$ cat config.mk
export PLATFORM = sky130hd
export DESIGN_NAME = axi_master_txn_scheduler
export DESIGN_NICKNAME = d
export VERILOG_FILES = /design/src/rtl/axi_master_txn_scheduler.sv
export SDC_FILE = /design/constraint.sdc
export NUM_CORES = 1
export LEC_CHECK = 0
export CORE_AREA = 4 4 251 253
export DETAILED_ROUTE_END_ITERATION = 8
export DIE_AREA = 0 0 255 257
export GPL_TIMING_DRIVEN = 1
export PLACE_DENSITY = 0.47
export SYNTH_ARGS = -nofsm -noshare
export SYNTH_HDL_FRONTEND = slang
export SYNTH_SLANG_ARGS = --single-unit
$ cat constraint.sdc
create_clock -name AClk -period 7.65 [get_ports AClk]
set_input_delay 1.53 -clock AClk [delete_from_list [all_inputs] [get_ports AClk]]
set_output_delay 1.53 -clock AClk [all_outputs]
set_load 0.02 [all_outputs]
$ cat src/rtl/axi_master_txn_scheduler.sv
// Round-robin scheduler between NUM_REQ clients and an AXI master decoder.
// One outstanding write and one outstanding read, each with a response watchdog.
module axi_master_txn_scheduler #(
  parameter int addr_width = 32,
  parameter int data_width = 64,
  parameter int NUM_REQ    = 2,
  parameter int TIMEOUT    = 1024
) (
  input  logic                           AClk,
  input  logic                           ARst,
  input  logic [NUM_REQ-1:0]             wr_req,
  input  logic [NUM_REQ*addr_width-1:0]  wr_addr,
  input  logic [NUM_REQ*8-1:0]           wr_len,
  input  logic [NUM_REQ*data_width-1:0]  wr_data,
  input  logic [NUM_REQ*data_width/8-1:0] wr_strb,
  output logic [NUM_REQ-1:0]             wr_gnt,
  output logic [NUM_REQ-1:0]             wr_done,
  output logic [1:0]                     wr_resp,
  input  logic [NUM_REQ-1:0]             rd_req,
  input  logic [NUM_REQ*addr_width-1:0]  rd_addr,
  input  logic [NUM_REQ*8-1:0]           rd_len,
  output logic [NUM_REQ-1:0]             rd_gnt,
  output logic [NUM_REQ-1:0]             rd_valid,
  output logic [data_width-1:0]          rd_data,
  output logic [1:0]                     rd_resp,
  output logic [NUM_REQ-1:0]             rd_done,
  output logic                           id_err,
  output logic [3:0]                     TXN_ID_W_d,
  output logic [addr_width-1:0]          awaddr_d,
  output logic [7:0]                     awlen_d,
  output logic [2:0]                     awsize_d,
  output logic [1:0]                     awburst_d,
  output logic [1:0]                     awlock_d,
  output logic [1:0]                     awcache_d,
  output logic [2:0]                     awprot_d,
  output logic [data_width-1:0]          wdata_d,
  output logic [data_width/8-1:0]        wstrb_d,
  output logic                           wr_trn_en,
  output logic [3:0]                     TXN_ID_R_d,
  output logic [addr_width-1:0]          araddr_d,
  output logic [7:0]                     arlen_d,
  output logic [2:0]                     arsize_d,
  output logic [1:0]                     arburst_d,
  output logic [1:0]                     arlock_d,
  output logic [1:0]                     arcache_d,
  output logic [2:0]                     arprot_d,
  output logic                           rd_trn_en,
  input  logic [1:0]                     bresp_d,
  input  logic [3:0]                     bid_d,
  input  logic                           wr_rsp_en_d,
  input  logic [data_width-1:0]          rdata_d,
  input  logic [1:0]                     rresp_d,
  input  logic [7:0]                     rid_d,
  input  logic                           rd_rsp_en_d,
  input  logic                           r_last_d
);

  localparam int IW = (NUM_REQ > 2) ? 2 : 1;
  localparam int SW = data_width / 8;
  localparam int CW = (TIMEOUT > 1) ? $clog2(TIMEOUT) : 1;
  localparam logic [CW-1:0] TMAX = CW'((TIMEOUT > 0) ? TIMEOUT - 1 : 0);
  localparam logic [IW-1:0] LAST = IW'(NUM_REQ - 1);
  localparam logic [2:0] ASIZE = 3'($clog2(SW));

  typedef enum logic [1:0] {IDLE, ISSUE, WAIT} st_e;

  // {hit, index}: first requester at or after ptr, wrapping
  function automatic logic [IW:0] rr_pick(
    input logic [NUM_REQ-1:0] req,
    input logic [IW-1:0]      ptr
  );
    logic [IW:0] r;
    int          idx;
    r = '0;
    for (int k = NUM_REQ - 1; k >= 0; k--) begin
      idx = (int'(ptr) + k) % NUM_REQ;
      if (req[idx[IW-1:0]]) r = {1'b1, idx[IW-1:0]};
    end
    return r;
  endfunction

  st_e                  w_st_q, w_st_d, r_st_q, r_st_d;
  logic [IW-1:0]        w_own_q, w_own_d, r_own_q, r_own_d;
  logic [IW-1:0]        w_ptr_q, w_ptr_d, r_ptr_q, r_ptr_d;
  logic [CW-1:0]        w_cnt_q, w_cnt_d, r_cnt_q, r_cnt_d;
  logic [addr_width-1:0] aw_addr_q, aw_addr_d, ar_addr_q, ar_addr_d;
  logic [7:0]           aw_len_q, aw_len_d, ar_len_q, ar_len_d;
  logic [3:0]           w_id_q, w_id_d, r_id_q, r_id_d;
  logic [NUM_REQ-1:0]   w_gnt_q, w_gnt_d, r_gnt_q, r_gnt_d;
  logic [NUM_REQ-1:0]   w_done_q, w_done_d, r_done_q, r_done_d;
  logic [NUM_REQ-1:0]   r_vld_q, r_vld_d;
  logic                 w_trn_q, w_trn_d, r_trn_q, r_trn_d;
  logic [1:0]           w_resp_q, w_resp_d, r_resp_q, r_resp_d;
  logic [data_width-1:0] r_data_q, r_data_d;
  logic                 id_err_q, id_err_d;
  logic                 w_ierr, r_ierr;
  logic [IW:0]          w_pick, r_pick;
  logic [NUM_REQ-1:0]   w_oh, r_oh;

  assign w_oh = NUM_REQ'(1) << w_own_q;
  assign r_oh = NUM_REQ'(1) << r_own_q;

  always_comb begin
    w_st_d    = w_st_q;
    w_own_d   = w_own_q;
    w_ptr_d   = w_ptr_q;
    w_cnt_d   = '0;
    aw_addr_d = aw_addr_q;
    aw_len_d  = aw_len_q;
    w_id_d    = w_id_q;
    w_gnt_d   = '0;
    w_trn_d   = 1'b0;
    w_done_d  = '0;
    w_resp_d  = w_resp_q;
    w_ierr    = 1'b0;
    w_pick    = rr_pick(wr_req, w_ptr_q);
    unique case (w_st_q)
      IDLE: if (w_pick[IW]) begin
        w_own_d   = w_pick[IW-1:0];
        aw_addr_d = wr_addr[w_pick[IW-1:0]*addr_width +: addr_width];
        aw_len_d  = wr_len[w_pick[IW-1:0]*8 +: 8];
        w_id_d    = 4'(w_pick[IW-1:0]);
        w_gnt_d   = NUM_REQ'(1) << w_pick[IW-1:0];
        w_st_d    = ISSUE;
      end
      ISSUE: begin
        w_trn_d = 1'b1;
        w_ptr_d = (w_own_q == LAST) ? '0 : w_own_q + 1'b1;
        w_st_d  = WAIT;
      end
      WAIT: begin
        w_cnt_d = w_cnt_q + 1'b1;
        if (wr_rsp_en_d) begin
          w_done_d = w_oh;
          w_resp_d = bresp_d;
          w_ierr   = (bid_d != 4'(w_own_q));
          w_st_d   = IDLE;
        end else if (TIMEOUT != 0 && w_cnt_q == TMAX) begin
          w_done_d = w_oh;
          w_resp_d = 2'b10;
          w_st_d   = IDLE;
        end
      end
      default: w_st_d = IDLE;
    endcase
  end

  always_comb begin
    r_st_d    = r_st_q;
    r_own_d   = r_own_q;
    r_ptr_d   = r_ptr_q;
    r_cnt_d   = '0;
    ar_addr_d = ar_addr_q;
    ar_len_d  = ar_len_q;
    r_id_d    = r_id_q;
    r_gnt_d   = '0;
    r_trn_d   = 1'b0;
    r_done_d  = '0;
    r_vld_d   = '0;
    r_data_d  = r_data_q;
    r_resp_d  = r_resp_q;
    r_ierr    = 1'b0;
    r_pick    = rr_pick(rd_req, r_ptr_q);
    unique case (r_st_q)
      IDLE: if (r_pick[IW]) begin
        r_own_d   = r_pick[IW-1:0];
        ar_addr_d = rd_addr[r_pick[IW-1:0]*addr_width +: addr_width];
        ar_len_d  = rd_len[r_pick[IW-1:0]*8 +: 8];
        r_id_d    = 4'(r_pick[IW-1:0]);
        r_gnt_d   = NUM_REQ'(1) << r_pick[IW-1:0];
        r_st_d    = ISSUE;
      end
      ISSUE: begin
        r_trn_d = 1'b1;
        r_ptr_d = (r_own_q == LAST) ? '0 : r_own_q + 1'b1;
        r_st_d  = WAIT;
      end
      WAIT: begin
        r_cnt_d = r_cnt_q + 1'b1;
        if (rd_rsp_en_d) begin
          // each beat restarts the watchdog window
          r_cnt_d  = '0;
          r_vld_d  = r_oh;
          r_data_d = rdata_d;
          r_resp_d = rresp_d;
          r_ierr   = (rid_d[3:0] != 4'(r_own_q));
          if (r_last_d) begin
            r_done_d = r_oh;
            r_st_d   = IDLE;
          end
        end else if (TIMEOUT != 0 && r_cnt_q == TMAX) begin
          r_done_d = r_oh;
          r_resp_d = 2'b10;
          r_st_d   = IDLE;
        end
      end
      default: r_st_d = IDLE;
    endcase
  end

  assign id_err_d = id_err_q | w_ierr | r_ierr;

  always_ff @(posedge AClk or posedge ARst) begin
    if (ARst) begin
      w_st_q    <= IDLE;
      r_st_q    <= IDLE;
      w_own_q   <= '0;
      r_own_q   <= '0;
      w_ptr_q   <= '0;
      r_ptr_q   <= '0;
      w_cnt_q   <= '0;
      r_cnt_q   <= '0;
      aw_addr_q <= '0;
      ar_addr_q <= '0;
      aw_len_q  <= '0;
      ar_len_q  <= '0;
      w_id_q    <= '0;
      r_id_q    <= '0;
      w_gnt_q   <= '0;
      r_gnt_q   <= '0;
      w_trn_q   <= 1'b0;
      r_trn_q   <= 1'b0;
      w_done_q  <= '0;
      r_done_q  <= '0;
      r_vld_q   <= '0;
      w_resp_q  <= '0;
      r_resp_q  <= '0;
      r_data_q  <= '0;
      id_err_q  <= 1'b0;
    end else begin
      w_st_q    <= w_st_d;
      r_st_q    <= r_st_d;
      w_own_q   <= w_own_d;
      r_own_q   <= r_own_d;
      w_ptr_q   <= w_ptr_d;
      r_ptr_q   <= r_ptr_d;
      w_cnt_q   <= w_cnt_d;
      r_cnt_q   <= r_cnt_d;
      aw_addr_q <= aw_addr_d;
      ar_addr_q <= ar_addr_d;
      aw_len_q  <= aw_len_d;
      ar_len_q  <= ar_len_d;
      w_id_q    <= w_id_d;
      r_id_q    <= r_id_d;
      w_gnt_q   <= w_gnt_d;
      r_gnt_q   <= r_gnt_d;
      w_trn_q   <= w_trn_d;
      r_trn_q   <= r_trn_d;
      w_done_q  <= w_done_d;
      r_done_q  <= r_done_d;
      r_vld_q   <= r_vld_d;
      w_resp_q  <= w_resp_d;
      r_resp_q  <= r_resp_d;
      r_data_q  <= r_data_d;
      id_err_q  <= id_err_d;
    end
  end

  assign wr_gnt     = w_gnt_q;
  assign wr_done    = w_done_q;
  assign wr_resp    = w_resp_q;
  assign rd_gnt     = r_gnt_q;
  assign rd_valid   = r_vld_q;
  assign rd_data    = r_data_q;
  assign rd_resp    = r_resp_q;
  assign rd_done    = r_done_q;
  assign id_err     = id_err_q;
  assign TXN_ID_W_d = w_id_q;
  assign awaddr_d   = aw_addr_q;
  assign awlen_d    = aw_len_q;
  assign awsize_d   = ASIZE;
  assign awburst_d  = 2'b01;
  assign awlock_d   = 2'b00;
  assign awcache_d  = 2'b00;
  assign awprot_d   = 3'b000;
  assign wr_trn_en  = w_trn_q;
  assign TXN_ID_R_d = r_id_q;
  assign araddr_d   = ar_addr_q;
  assign arlen_d    = ar_len_q;
  assign arsize_d   = ASIZE;
  assign arburst_d  = 2'b01;
  assign arlock_d   = 2'b00;
  assign arcache_d  = 2'b00;
  assign arprot_d   = 3'b000;
  assign rd_trn_en  = r_trn_q;

  // the owner holds its beat until the master consumes it
  assign wdata_d = (w_st_q != IDLE) ? wr_data[w_own_q*data_width +: data_width] : '0;
  assign wstrb_d = (w_st_q != IDLE) ? wr_strb[w_own_q*SW +: SW] : '0;

endmodule

==> summary.md <==
| Metric | Value |
|---|---|
| Clk sinks | `189` |
| Final hold vios | `0` |
| Cell with the most instances after synthesis | `dfrtp_1` |
| Htree depth | `4` |
| Post-synthesis sequential area ratio | `0.499` |
| Sw power | `2.63 mW` |
| Port-buffer cells | `623` |
| Setup_tns | `0 ns` |
| Mapped Area | `0.00947 mm2` |
| Unrepaired setup endpoints after global routing | `false` |
| Fmax | `217 MHz` |
| # hold bufs at CTS | `0` |
| Final antenna-violating net count | `0` |
| Unique cell type count in the Yosys netlist | `54` |
| Full die area | `0.0655 mm2` |
| Critical path peak fanout | `44` |
| DRT Pass-1 Iters | `4` |
| Global-route wire length before repair | `64200 um` |
| Syn Inst Count | `869` |
| Met3 Use GR | `0.0473` |
| Row Count | `91` |
| P_int | `3.65 mW` |
| Register bit total from synthesis | `189` |
| # Max-Cap Violations | `0` |
| Post-synth top area cell | `dfrtp_1` |
| Buffer count from post-CTS setup fixing | `0` |
| Crit path DAT | `3.08 ns` |
| Synth warnings | `0` |
| Hold Path Depth | `2` |
| Status | `finished, final reports clean` |
| Vias in the first global route | `9823` |
| Layout cells sized above 1 | `0.0423` |
| Tcrit/Tclk final | `0.603` |
| Critical path type | `flip-flop to primary output` |
| Synthesis-to-layout area growth | `79.4%` |
| DRC | `0` |
| Number of synthesized flops with an enable pin | `0` |
| Worst R2R Path Depth | `5` |
| Nets@finish | `1849` |
| Core area | `0.0610 mm2` |
| HPWL after DPL | `34300 um` |
| Starting density of the core | `0.155` |
| RePlAce Congestion | `0.777` |
| Layout Cells excl Fill | `2260` |
| GRT Overall Usage | `0.130` |
| Wire per inst | `19.7 um` |
| Ys async rst share | `1.00` |
| Setup Viol. Count Final | `0` |
| Clock Tree Buf Depth | `2` |
| Power density cells | `369 mW/mm2` |
| Hold WC Path Type | `flip-flop to flip-flop` |
| Reg clk slew, reported paths | `0.07 ns` |
| Root buffer cell | `clkbuf_16` |
| Sw Ratio | `0.419` |
| Synth area leaders | `dfrtp_1 (50%), mux2i_1 (7.6%), mux2_1 (7.6%)` |
| Grt peak-use layer | `met2` |
| Critical path launch point type | `flip-flop` |
| Initial antenna violation count | `8` |
| Peak supply drop | `0.000183 V` |
| Rel. slew slack | `0.386` |
| Setup Skew | `0.0153 ns` |
| Crit. End Element | `primary output` |
| Die Wd | `255 um` |
| Die H | `257 um` |
| Largest net degree at the start of global routing | `78` |
| Critical path required time | `6.12 ns` |
| Cts repair resizes | `0` |
| Drt first-iter violations | `365` |
| Placed Cells | `2225` |
| Sequential Power Share | `0.277` |
| GRT overflow | `0` |
| Routing usage on met1 | `0.146` |
| Max-slew violations | `0` |
| Clock Latency Late Sink | `0.47 ns` |
| CTS tree | `yes` |
| Synth Flop Type | `dfrtp_1` |
| Clock network fraction of design power | `0.147` |
| Avg Cell Area, Syn | `10.9 um2` |
| Leakage | `6.62 nW` |
| Commonest cells post-synth | `dfrtp_1 (189), nor2_1 (86), mux2i_1 (72)` |
| Vias per cell | `4.11` |
| Crit path time final | `4.61 ns` |
| Ports | `658` |
| Vias | `9297` |
| Yosys top cell area share | `0.499` |
| Met2 Use GR | `0.223` |
| Slew @ Worst Pin | `0.913 ns` |
| Logic pwr share | `0.576` |
| CTS Buf Count | `17` |
| Wirelength, routed | `44400 um` |
## final timing paths
kind | from | to | slack [ns]
setup / recovery | w_own_q | wdata_d[50] | 3.04
hold / removal | id_err | id_err | 0.48
setup reg to reg | r_st_q[1] | arlen_d[1] | 5.37
hold reg to reg | id_err | id_err | 0.48
max in group asynchronous | ARst | w_own_q | 4.78
min in group asynchronous | ARst | rd_data[30] | 1.49
## cells by family (layout without fill, tap and decap cells)
| group | count (synthesis) | count (layout) | share of synthesized area |
|---|---|---|---|
| AOI/OAI and AO/OA | 263 | 263 | 0.198 |
| xor gates and xnor gates | 8 | 8 | 0.00740 |
| adders and majority gates | 2 | 2 | 0.00264 |
| buffers and inverters | 117 | 684 | 0.0656 |
| DFF | 189 | 189 | 0.499 |
| muxes | 136 | 136 | 0.152 |
| other | 2 | 36 | 0.000793 |
| and+or+nand+nor | 152 | 152 | 0.0745 |
## registers in the layout, indices dropped and copies added (netlist names), 2 cells and up
register / flops
araddr_d: 32
r_st_q: 2
w_st_q: 2
rd_done: 2
w_cnt_q: 10
rd_data: 64
wr_resp: 2
r_cnt_q: 10
rd_resp: 2
wr_done: 2
arlen_d: 8
rd_valid: 2
awaddr_d: 32
wr_gnt: 2
rd_gnt: 2
awlen_d: 8
## through the flow
| stage | util | instance area (um2) | hold slack (ns) | total power [mW] | worst slack (ns) |
|---|---|---|---|---|---|
| 3_5_place_dp | 0.269 | 16400 | 0.473 | 5.42 | 3.19 |
| 2_1_floorplan | - | 9580 | 0.455 | 3.59 | 0.978 |
| 3_3_place_gp | 0.269 | 16400 | 0.467 | 5.40 | 3.19 |
| 5_1_grt | 0.279 | 17000 | 0.495 | 6.65 | 2.87 |
| 6_report | 0.279 | 17000 | 0.479 | 6.28 | 3.04 |
| 4_1_cts | 0.278 | 17000 | 0.482 | 6.40 | 2.94 |
## worst max-delay path, cell delays in order (launching register included)
cell,delay (ns)
dfrtp_4,0.82
buf_4,0.71
mux2i_1,0.35
nor2_1,0.06
clkdlybuf4s50_1,0.58
## cell usage in the layout (no fill, tap or decap), types with 4 or more instances in the layout
cell type,instances
clkdlybuf4s50_1,623
dfrtp_1,188
nor2_1,85
mux2i_1,72
mux2_1,64
a221o_1,48
a21oi_1,43
o21ai_0,39
a21boi_0,38
a31oi_1,33
o211ai_1,31
conb_1,30
buf_4,18
clkbuf_16,17
nand2_1,15
inv_1,10
nand3_1,9
a21boi_1,9
diode_2,6
xor2_1,6
or3_1,5
nor2b_1,4
## routing by layer
| metal | up-vias | share of wire |
|---|---|---|
| met1 | 4496 | 0.38 |
| met5 | - | 0 |
| met2 | 440 | 0.50 |
| met3 | 51 | 0.095 |
| li1 | 4310 | - |
| met4 | 0 | 0.023 |
## power groups by stage
stage	clock network, mW	registers (mW)	logic [mW]
2_1_floorplan	0	2.17	1.42
3_3_place_gp	0	1.74	3.65
3_5_place_dp	0	1.76	3.67
4_1_cts	0.970	1.75	3.68
5_1_grt	1.00	1.80	3.85
6_report	0.922	1.74	3.61
## layout make-up
class	instances	area (um2)
well taps	790	988
repair buffers	641	6370
clock buffers	18	439
clock inverters	11	138
multi-input cells	591	4250
diodes	6	15.0
inverters	14	60.1
fillers	6454	44000
flip-flops and latches	189	4730
(Power assumes the default switching activity.)
